`src/rtl/fmap_writer.sv`:
```
// rtl/fmap_writer.sv - collects a stream of 1-bit conv results into an OH x OW feature map with a read port
module fmap_writer #(
    parameter int H      = 5,
    parameter int W      = 5,
    parameter int K      = 3,
    parameter int S      = 1,
    parameter int P      = 1,
    parameter int ADDR_W = 5
) (
    input  logic              i_clk,
    input  logic              i_rst,
    input  logic              i_start,
    input  logic              i_valid,
    input  logic              i_pixel,
    output logic              o_ready,
    output logic [ADDR_W-1:0] o_row,
    output logic [ADDR_W-1:0] o_col,
    output logic              o_busy,
    output logic              o_done,
    input  logic [ADDR_W-1:0] i_raddr,
    output logic              o_rpixel
);

    // Output map geometry (floor division).
    localparam int OH = (H + 2 * P - K) / S + 1;
    localparam int OW = (W + 2 * P - K) / S + 1;
    localparam int N  = OH * OW;

    // Geometry expressed in counter width so all index math stays in ADDR_W bits.
    localparam logic [ADDR_W-1:0] OW_A    = ADDR_W'(OW);
    localparam logic [ADDR_W-1:0] LAST_R  = ADDR_W'(OH - 1);
    localparam logic [ADDR_W-1:0] LAST_C  = ADDR_W'(OW - 1);
    localparam logic [ADDR_W-1:0] N_A     = ADDR_W'(N);

    // The map must be fully addressable, otherwise row*OW+col would wrap.
    generate
        if (N > (2 ** ADDR_W)) begin : g_bad_addr_w
            $error("fmap_writer: OH*OW exceeds 2**ADDR_W");
        end
    endgenerate

    localparam logic [1:0] ST_IDLE = 2'd0;
    localparam logic [1:0] ST_FILL = 2'd1;
    localparam logic [1:0] ST_DONE = 2'd2;

    logic [1:0]        state;
    logic [ADDR_W-1:0] row;
    logic [ADDR_W-1:0] col;
    logic [N-1:0]      mem;
    logic [ADDR_W-1:0] widx;
    logic              accept;
    logic              last_beat;

    // Linear write address of the next beat, row-major.
    assign widx      = row * OW_A + col;
    // ready depends only on state, so accept is simply valid while filling.
    assign accept    = (state == ST_FILL) && i_valid;
    assign last_beat = (row == LAST_R) && (col == LAST_C);

    // Frame state machine, position counters and map storage.
    always_ff @(posedge i_clk) begin
        if (i_rst) begin
            state <= ST_IDLE;
            row   <= '0;
            col   <= '0;
            mem   <= '0;
        end else begin
            case (state)
                ST_IDLE: begin
                    if (i_start) begin
                        state <= ST_FILL;
                        row   <= '0;
                        col   <= '0;
                    end
                end
                ST_FILL: begin
                    if (accept) begin
                        mem[widx] <= i_pixel;
                        if (last_beat) begin
                            state <= ST_DONE;
                            row   <= '0;
                            col   <= '0;
                        end else if (col == LAST_C) begin
                            col <= '0;
                            row <= row + 1'b1;
                        end else begin
                            col <= col + 1'b1;
                        end
                    end
                end
                ST_DONE: begin
                    // A new frame overwrites the map in place; no clear.
                    if (i_start) begin
                        state <= ST_FILL;
                        row   <= '0;
                        col   <= '0;
                    end
                end
                default: begin
                    state <= ST_IDLE;
                    row   <= '0;
                    col   <= '0;
                end
            endcase
        end
    end

    // Status decoded from state only.
    assign o_ready = (state == ST_FILL);
    assign o_busy  = (state == ST_FILL);
    assign o_done  = (state == ST_DONE);
    assign o_row   = row;
    assign o_col   = col;

    // Combinational read; addresses past the map read as zero.
    always_comb begin
        o_rpixel = 1'b0;
        if (i_raddr < N_A) begin
            o_rpixel = mem[i_raddr];
        end
    end

endmodule

```
`config.mk`:
```
export PLATFORM = sky130hd
export DESIGN_NAME = fmap_writer
export DESIGN_NICKNAME = d
export VERILOG_FILES = /design/src/rtl/fmap_writer.sv
export SDC_FILE = /design/constraint.sdc
export NUM_CORES = 1
export LEC_CHECK = 0
export CAP_MARGIN = 15
export CORE_MARGIN = 2
export CORE_UTILIZATION = 60
export DETAILED_ROUTE_END_ITERATION = 8
export PLACE_DENSITY = 0.94
export SYNTH_ARGS = -nofsm -noshare
export SYNTH_HDL_FRONTEND = slang
export SYNTH_SLANG_ARGS = --single-unit
```
`constraint.sdc`:
```
create_clock -name i_clk -period 5.22 [get_ports i_clk]
set_clock_uncertainty 0.2 [all_clocks]
set_input_delay 0.783 -clock i_clk [delete_from_list [all_inputs] [get_ports i_clk]]
set_output_delay 0.783 -clock i_clk [all_outputs]
set_load 0.05 [all_outputs]
```
==> results.py, run 1 <==
metrics = {
    "drt": {
        "drtPass1Iterations": 4,
        "drc_errors": 0,
        "detailroute.via_count": 1820,
        "ant_nets": 0,
        "viasPerCell": 6.07,
        "drt-total-wl_um": 4910,
        "drtIter0Drc": 125,
        "routedWlPerCell_um": 16.4,
    },
    "floorplan": {
        "start_util": 0.615,
        "placeableCoreArea_mm2": 0.00361,
        "num_rows": 22,
        "die-area_mm2": 0.00420,
        "io_pins": 24,
        "die_h_um": 64.8,
        "die_x_um": 64.8,
    },
    "yosys": {
        "synth_compound_area_frac": 0.0649,
        "synth_fa_ha_area_frac": 0.0857,
        "yosys.area_share.simple": 0.257,
        "synth_xor_area_frac": 0.0603,
        "synth_top_flop_cell": "dfxtp_1",
        "synth_most_common_cell": "dfxtp_1",
        "avgSynthCellArea_um2": 9.60,
        "syn_nets": 255,
        "yosysSeqAreaShare": 0.334,
        "synth_area_mm2": 0.00222,
        "synth-edff-count": 0,
        "yosys_warnings": 0,
        "synth_cell_types": 40,
        "async_flop_share": 0,
        "synth_top_family_by_area": "simple AND/OR/NAND/NOR gates",
        "synth_top_area_frac": 0.334,
        "synthTopCellsByArea": "dfxtp_1, mux2i_1, mux4_2, ha_1, nand2b_1",
        "synth_common_cells": "dfxtp_1, nand2b_1, mux2i_1",
        "syn_inst": 231,
        "synth_area_leader_cell": "dfxtp_1",
        "muxShareOfSynthArea": 0.171,
        "synth_seq_cells": 37,
    },
    "grt": {
        "antenna_found_initial": 0,
        "grt_pass1_vias": 1831,
        "gr-usage-all-layers": 0.270,
        "overflow": 0,
        "grt_pass1_wl_um": 8630,
        "grt_max_degree": 36,
    },
    "worst_setup_path": {
        "crit_path_end_kind": "output pin",
        "crit_type": "in -> out",
        "crit_fanout": 7,
        "cp.required_ps": 4240,
        "cp_data_arrival_time_ps": 3510,
        "cp-start-kind": "input port",
    },
    "cts": {
        "htreeDepth": 2,
        "cts_inserted_buffers": 5,
        "cts_tree": "done",
        "postCtsSetupRepairBufs": 0,
        "cts_resized": 0,
        "clkSlewWorstSetupHoldPaths_ps": 60,
        "ctsHoldBuffers": 0,
        "clock_latency_ps": 290,
        "numClockSinks": 37,
        "clock_path_buffers": 2,
        "cts_root_buffer": "clkbuf_8",
    },
    "final_layout": {
        "fillers": 255,
        "syn_to_final_growth_pct": 15.5,
        "final_cell_area_mm2": 0.00256,
        "fin_nets": 276,
        "diodes": 0,
        "multiInputGateArea_mm2": 0.00142,
        "seqCellArea_um2": 741,
        "drive_above_1_share": 0.0913,
    },
    "sta": {
        "layout_min_cycle_time_ps": 4490,
        "rsz0062_at_grt": "false",
        "setup_tns_ps": 0,
        "final.setup.worst_slack_ps": 731,
        "fmax_mhz": 223,
        "setup_viol": 0,
        "worstMarginPinSlew_ps": 799,
        "relSlewSlack": 0.467,
        "min_period_over_period": 0.860,
        "slew_violations": 0,
        "whs_ps": 276,
        "final_hold_viol_count": 0,
    },
    "status": {
        "status": "finished clean",
    },
    "place": {
        "pre_cts_slack_ps": 739,
        "io_buffer_count": 23,
        "placedInstanceArea_mm2": 0.00247,
        "hpwl_um": 3560,
        "gp_congestion": 0.800,
    },
    "power": {
        "p_leak_nw": 1.04,
        "ir_worst_vdd_mv": 0.170,
        "power_density_mw_per_mm2": 225,
    },
    "min_path": {
        "hp-class": "reg -> reg",
    },
    "job": {
        "maxCapViolCount": 0,
    },
}
[metal layers]
layer,vias up,global-route usage,part of all wire
li1,871,-,-
met1,881,0.324,0.42
met2,50,0.441,0.50
met3,18,0.0816,0.048
met4,0,0.130,0.032
met5,-,0,0
[stage by stage]
stage                util  power (mW)  std cells
finish              0.710       0.575        300
CTS                 0.710       0.578        300
detailed placement  0.686       0.376        293
global placement    0.686       0.374        293
global route        0.710       0.604        300
floorplan               -       0.351        231
[layout make-up]
class | count | area share
Sequential cell | 37 | 0.289
Clock buffer | 7 | 0.0337
Timing Repair Buffer | 24 | 0.0928
Multi-Input combinational cell | 179 | 0.553
Tap cell | 48 | 0.0234
Inverter | 5 | 0.00733
[worst max-delay path, cell delays in order]
cell             delay [ps]
clkdlybuf4s50_1         700
mux4_2                  550
mux4_2                  480
mux2_2                  280
clkdlybuf4s50_1         710
[cell families (layout without fill, tap and decap cells)]
family | after synthesis | count (layout)
flip-flops | 37 | 37
XOR/XNOR | 11 | 11
AND/OR/NAND/NOR | 102 | 102
multiplexers | 29 | 29
buffers and inverters | 15 | 36
AO/OA/AOI/OAI | 23 | 23
adder cells (fa/ha/maj) | 14 | 14
[cells in the final DEF, fill, tap and decap left out, types with 5 or more instances in the layout]
master and instances:
nand2b_1 24, nand4_1 5, mux4_2 7, ha_1 12
clkbuf_8 6, nand2_1 12, nand3_1 16, nor2_1 17
dfxtp_1 37, a21oi_1 10, nor3_1 6, mux2i_1 21
clkdlybuf4s50_1 23
[path summary, 6_finish.rpt]
check,slack (ps),startpoint,end,cells past startpoint
worst min register to register,280,mem[15],mem[15],2
worst max-delay path,730,i_raddr[0],o_rpixel,5
worst max register to register,1690,o_row[2],mem[19],8
worst min-delay path,280,mem[15],mem[15],2
[registers in the layout, indices dropped and copies added (netlist names)]
name and count:
mem 25, o_col 5, o_row 5, state 2
[report_power, final]
part	switching [mW]	internal, mW	total (mW)
clock	0.0992	0.105	0.204
combinational	0.0489	0.0313	0.0802
sequential	0.00522	0.286	0.291
total	0.153	0.422	0.575
No activity file was read; power rests on OpenSTA's default activity.
==> inputs of run 2 (changes only) <==
--- a/config.mk
+++ b/config.mk
@@ -5,7 +5,7 @@
 export SDC_FILE = /design/constraint.sdc
 export NUM_CORES = 1
 export LEC_CHECK = 0
-export CAP_MARGIN = 15
+export CAP_MARGIN = 20
 export CORE_MARGIN = 2
 export CORE_UTILIZATION = 60
 export DETAILED_ROUTE_END_ITERATION = 8
==> results of run 2 <==
No change in the layout: final DEF, timing and power equal those of run 1.
==> inputs of run 3 (changes only) <==
--- a/config.mk
+++ b/config.mk
@@ -7,9 +7,10 @@
 export LEC_CHECK = 0
 export CAP_MARGIN = 20
 export CORE_MARGIN = 2
-export CORE_UTILIZATION = 60
+export CORE_UTILIZATION = 55
 export DETAILED_ROUTE_END_ITERATION = 8
-export PLACE_DENSITY = 0.94
+export HOLD_SLACK_MARGIN = 0.15
+export PLACE_DENSITY = 0.88
 export SYNTH_ARGS = -nofsm -noshare
 export SYNTH_HDL_FRONTEND = slang
 export SYNTH_SLANG_ARGS = --single-unit
==> results.py, run 3 (synthesis gave the netlist of run 1 again) <==
metrics = {
    "floorplan": {
        "die_h_um": 67.5,
        "io_pins": 24,
        "placeableCoreArea_mm2": 0.00394,
        "die-area_mm2": 0.00456,
        "die_x_um": 67.5,
        "start_util": 0.563,
        "num_rows": 23,
    },
    "sta": {
        "slew_violations": 0,
        "final_hold_viol_count": 0,
        "fmax_mhz": 223,
        "rsz0062_at_grt": "false",
        "setup_viol": 0,
        "relSlewSlack": 0.486,
        "setup_tns_ps": 0,
        "layout_min_cycle_time_ps": 4480,
        "min_period_over_period": 0.859,
        "worstMarginPinSlew_ps": 771,
    },
    "final_layout": {
        "drive_above_1_share": 0.0988,
        "regMostFlops": "mem",
        "diodes": 0,
        "final_cell_mix": "dfxtp_1, nand2b_1, clkdlybuf4s50_1",
        "largest_register_ffs": 25,
        "final_common_cell": "dfxtp_1",
        "fin_nets": 276,
        "syn_to_final_growth_pct": 16.2,
        "fin_cells": 303,
    },
    "cts": {
        "clkSlewWorstSetupHoldPaths_ps": 80,
        "cts_resized": 0,
        "clock_latency_ps": 290,
        "postCtsSetupRepairBufs": 0,
        "cts_root_buffer": "clkbuf_8",
        "clock_path_buffers": 2,
        "htreeDepth": 2,
        "cts_tree": "done",
        "numClockSinks": 37,
        "ctsHoldBuffers": 0,
        "cts_inserted_buffers": 5,
    },
    "grt": {
        "antenna_found_initial": 0,
        "grt_pass1_vias": 1674,
        "grtUsageMet3": 0.0533,
        "grt_use_met2": 0.380,
        "met1_usage": 0.283,
        "gr-max-usage-layer": "met2",
        "gr-usage-all-layers": 0.224,
        "overflow": 0,
        "grt_pass1_wl_um": 7660,
        "grt_max_degree": 36,
    },
    "worst_setup_path": {
        "cp_data_arrival_time_ps": 3500,
        "crit_chain": "clkdlybuf4s50_1 > mux4_2 > mux4_2 > mux2_2 > clkdlybuf4s50_1",
        "crit_type": "in -> out",
        "crit_path_end_kind": "output pin",
        "cp.required_ps": 4240,
        "crit_fanout": 7,
        "cpMaxStageDelayCell": "clkdlybuf4s50_1",
        "cp-start-kind": "input port",
        "slowest_delay_ps": 720,
        "crit_buf_inv": 2,
        "cp_top_family": "buffers and inverters",
    },
    "drt": {
        "drtPass1Iterations": 5,
        "ant_nets": 0,
        "detailroute.via_count": 1745,
        "drt-total-wl_um": 4660,
        "viasPerCell": 5.76,
        "drtIter0Drc": 68,
        "routedWlPerCell_um": 15.4,
        "drc_errors": 0,
    },
    "power": {
        "power_density_mw_per_mm2": 230,
        "ir_worst_vdd_mv": 0.167,
        "seq_power_share": 0.490,
        "p_leak_nw": 1.05,
        "power.total_mw": 0.594,
        "p_comb_frac": 0.134,
        "p_switching_mw": 0.158,
        "switching_share": 0.266,
        "power.internal_mw": 0.436,
        "clockPowerShare": 0.376,
    },
    "status": {
        "status": "finished clean",
    },
    "place": {
        "dp_cells": 295,
        "io_buffer_count": 23,
        "gp_congestion": 0.812,
        "hpwl_um": 3350,
    },
    "min_path": {
        "hp-class": "reg -> reg",
    },
    "job": {
        "maxCapViolCount": 0,
    },
}
==> run 3: area by class of cell <==
cell class                 instances  area [um^2]
timing repair buffer              24          238
fill                             324         1360
clock buffer                       7         96.3
sequential                        37          741
multi-input combinational        179         1420
tap                               50         62.6
inverter                           5         18.8
clock inverter                     1         5.00
==> run 3: metal layers <==
layer	share of wire	wire, um
met1	0.45	2100
met2	0.50	2330
met3	0.038	175
met4	0.011	51
met5	0	0
==> run 3: final timing paths <==
check | slack [ps] | start | to | cells past startpoint
worst max-delay path | 740 | i_raddr[0] | o_rpixel | 5
worst min-delay path | 280 | mem[20] | mem[20] | 2
worst max register to register | 1770 | o_row[2] | mem[19] | 8
worst min register to register | 280 | mem[20] | mem[20] | 2
==> run 3: power by group through the flow <==
stage / registers (mW) / clock network (mW) / logic, mW
finish: 0.291 / 0.224 / 0.0797
global route: 0.292 / 0.241 / 0.0856
CTS: 0.291 / 0.226 / 0.0795
detailed placement: 0.297 / 0 / 0.0791
global placement: 0.297 / 0 / 0.0770
floorplan: 0.302 / 0 / 0.0492
==> run 3: worst min-delay path, stage by stage, from the launching register on <==
cell and delay, ps:
dfxtp_1 310, nand2b_1 70, mux2i_1 60
==> run 3: stage by stage <==
step	setup WS [ps]	hold WS, ps	utilization	area, um^2
2_1_floorplan	1740	241	-	2220
3_3_place_gp	762	264	0.628	2480
3_5_place_dp	715	263	0.628	2480
4_1_cts	711	277	0.654	2580
5_1_grt	641	302	0.654	2580
6_report	736	277	0.654	2580
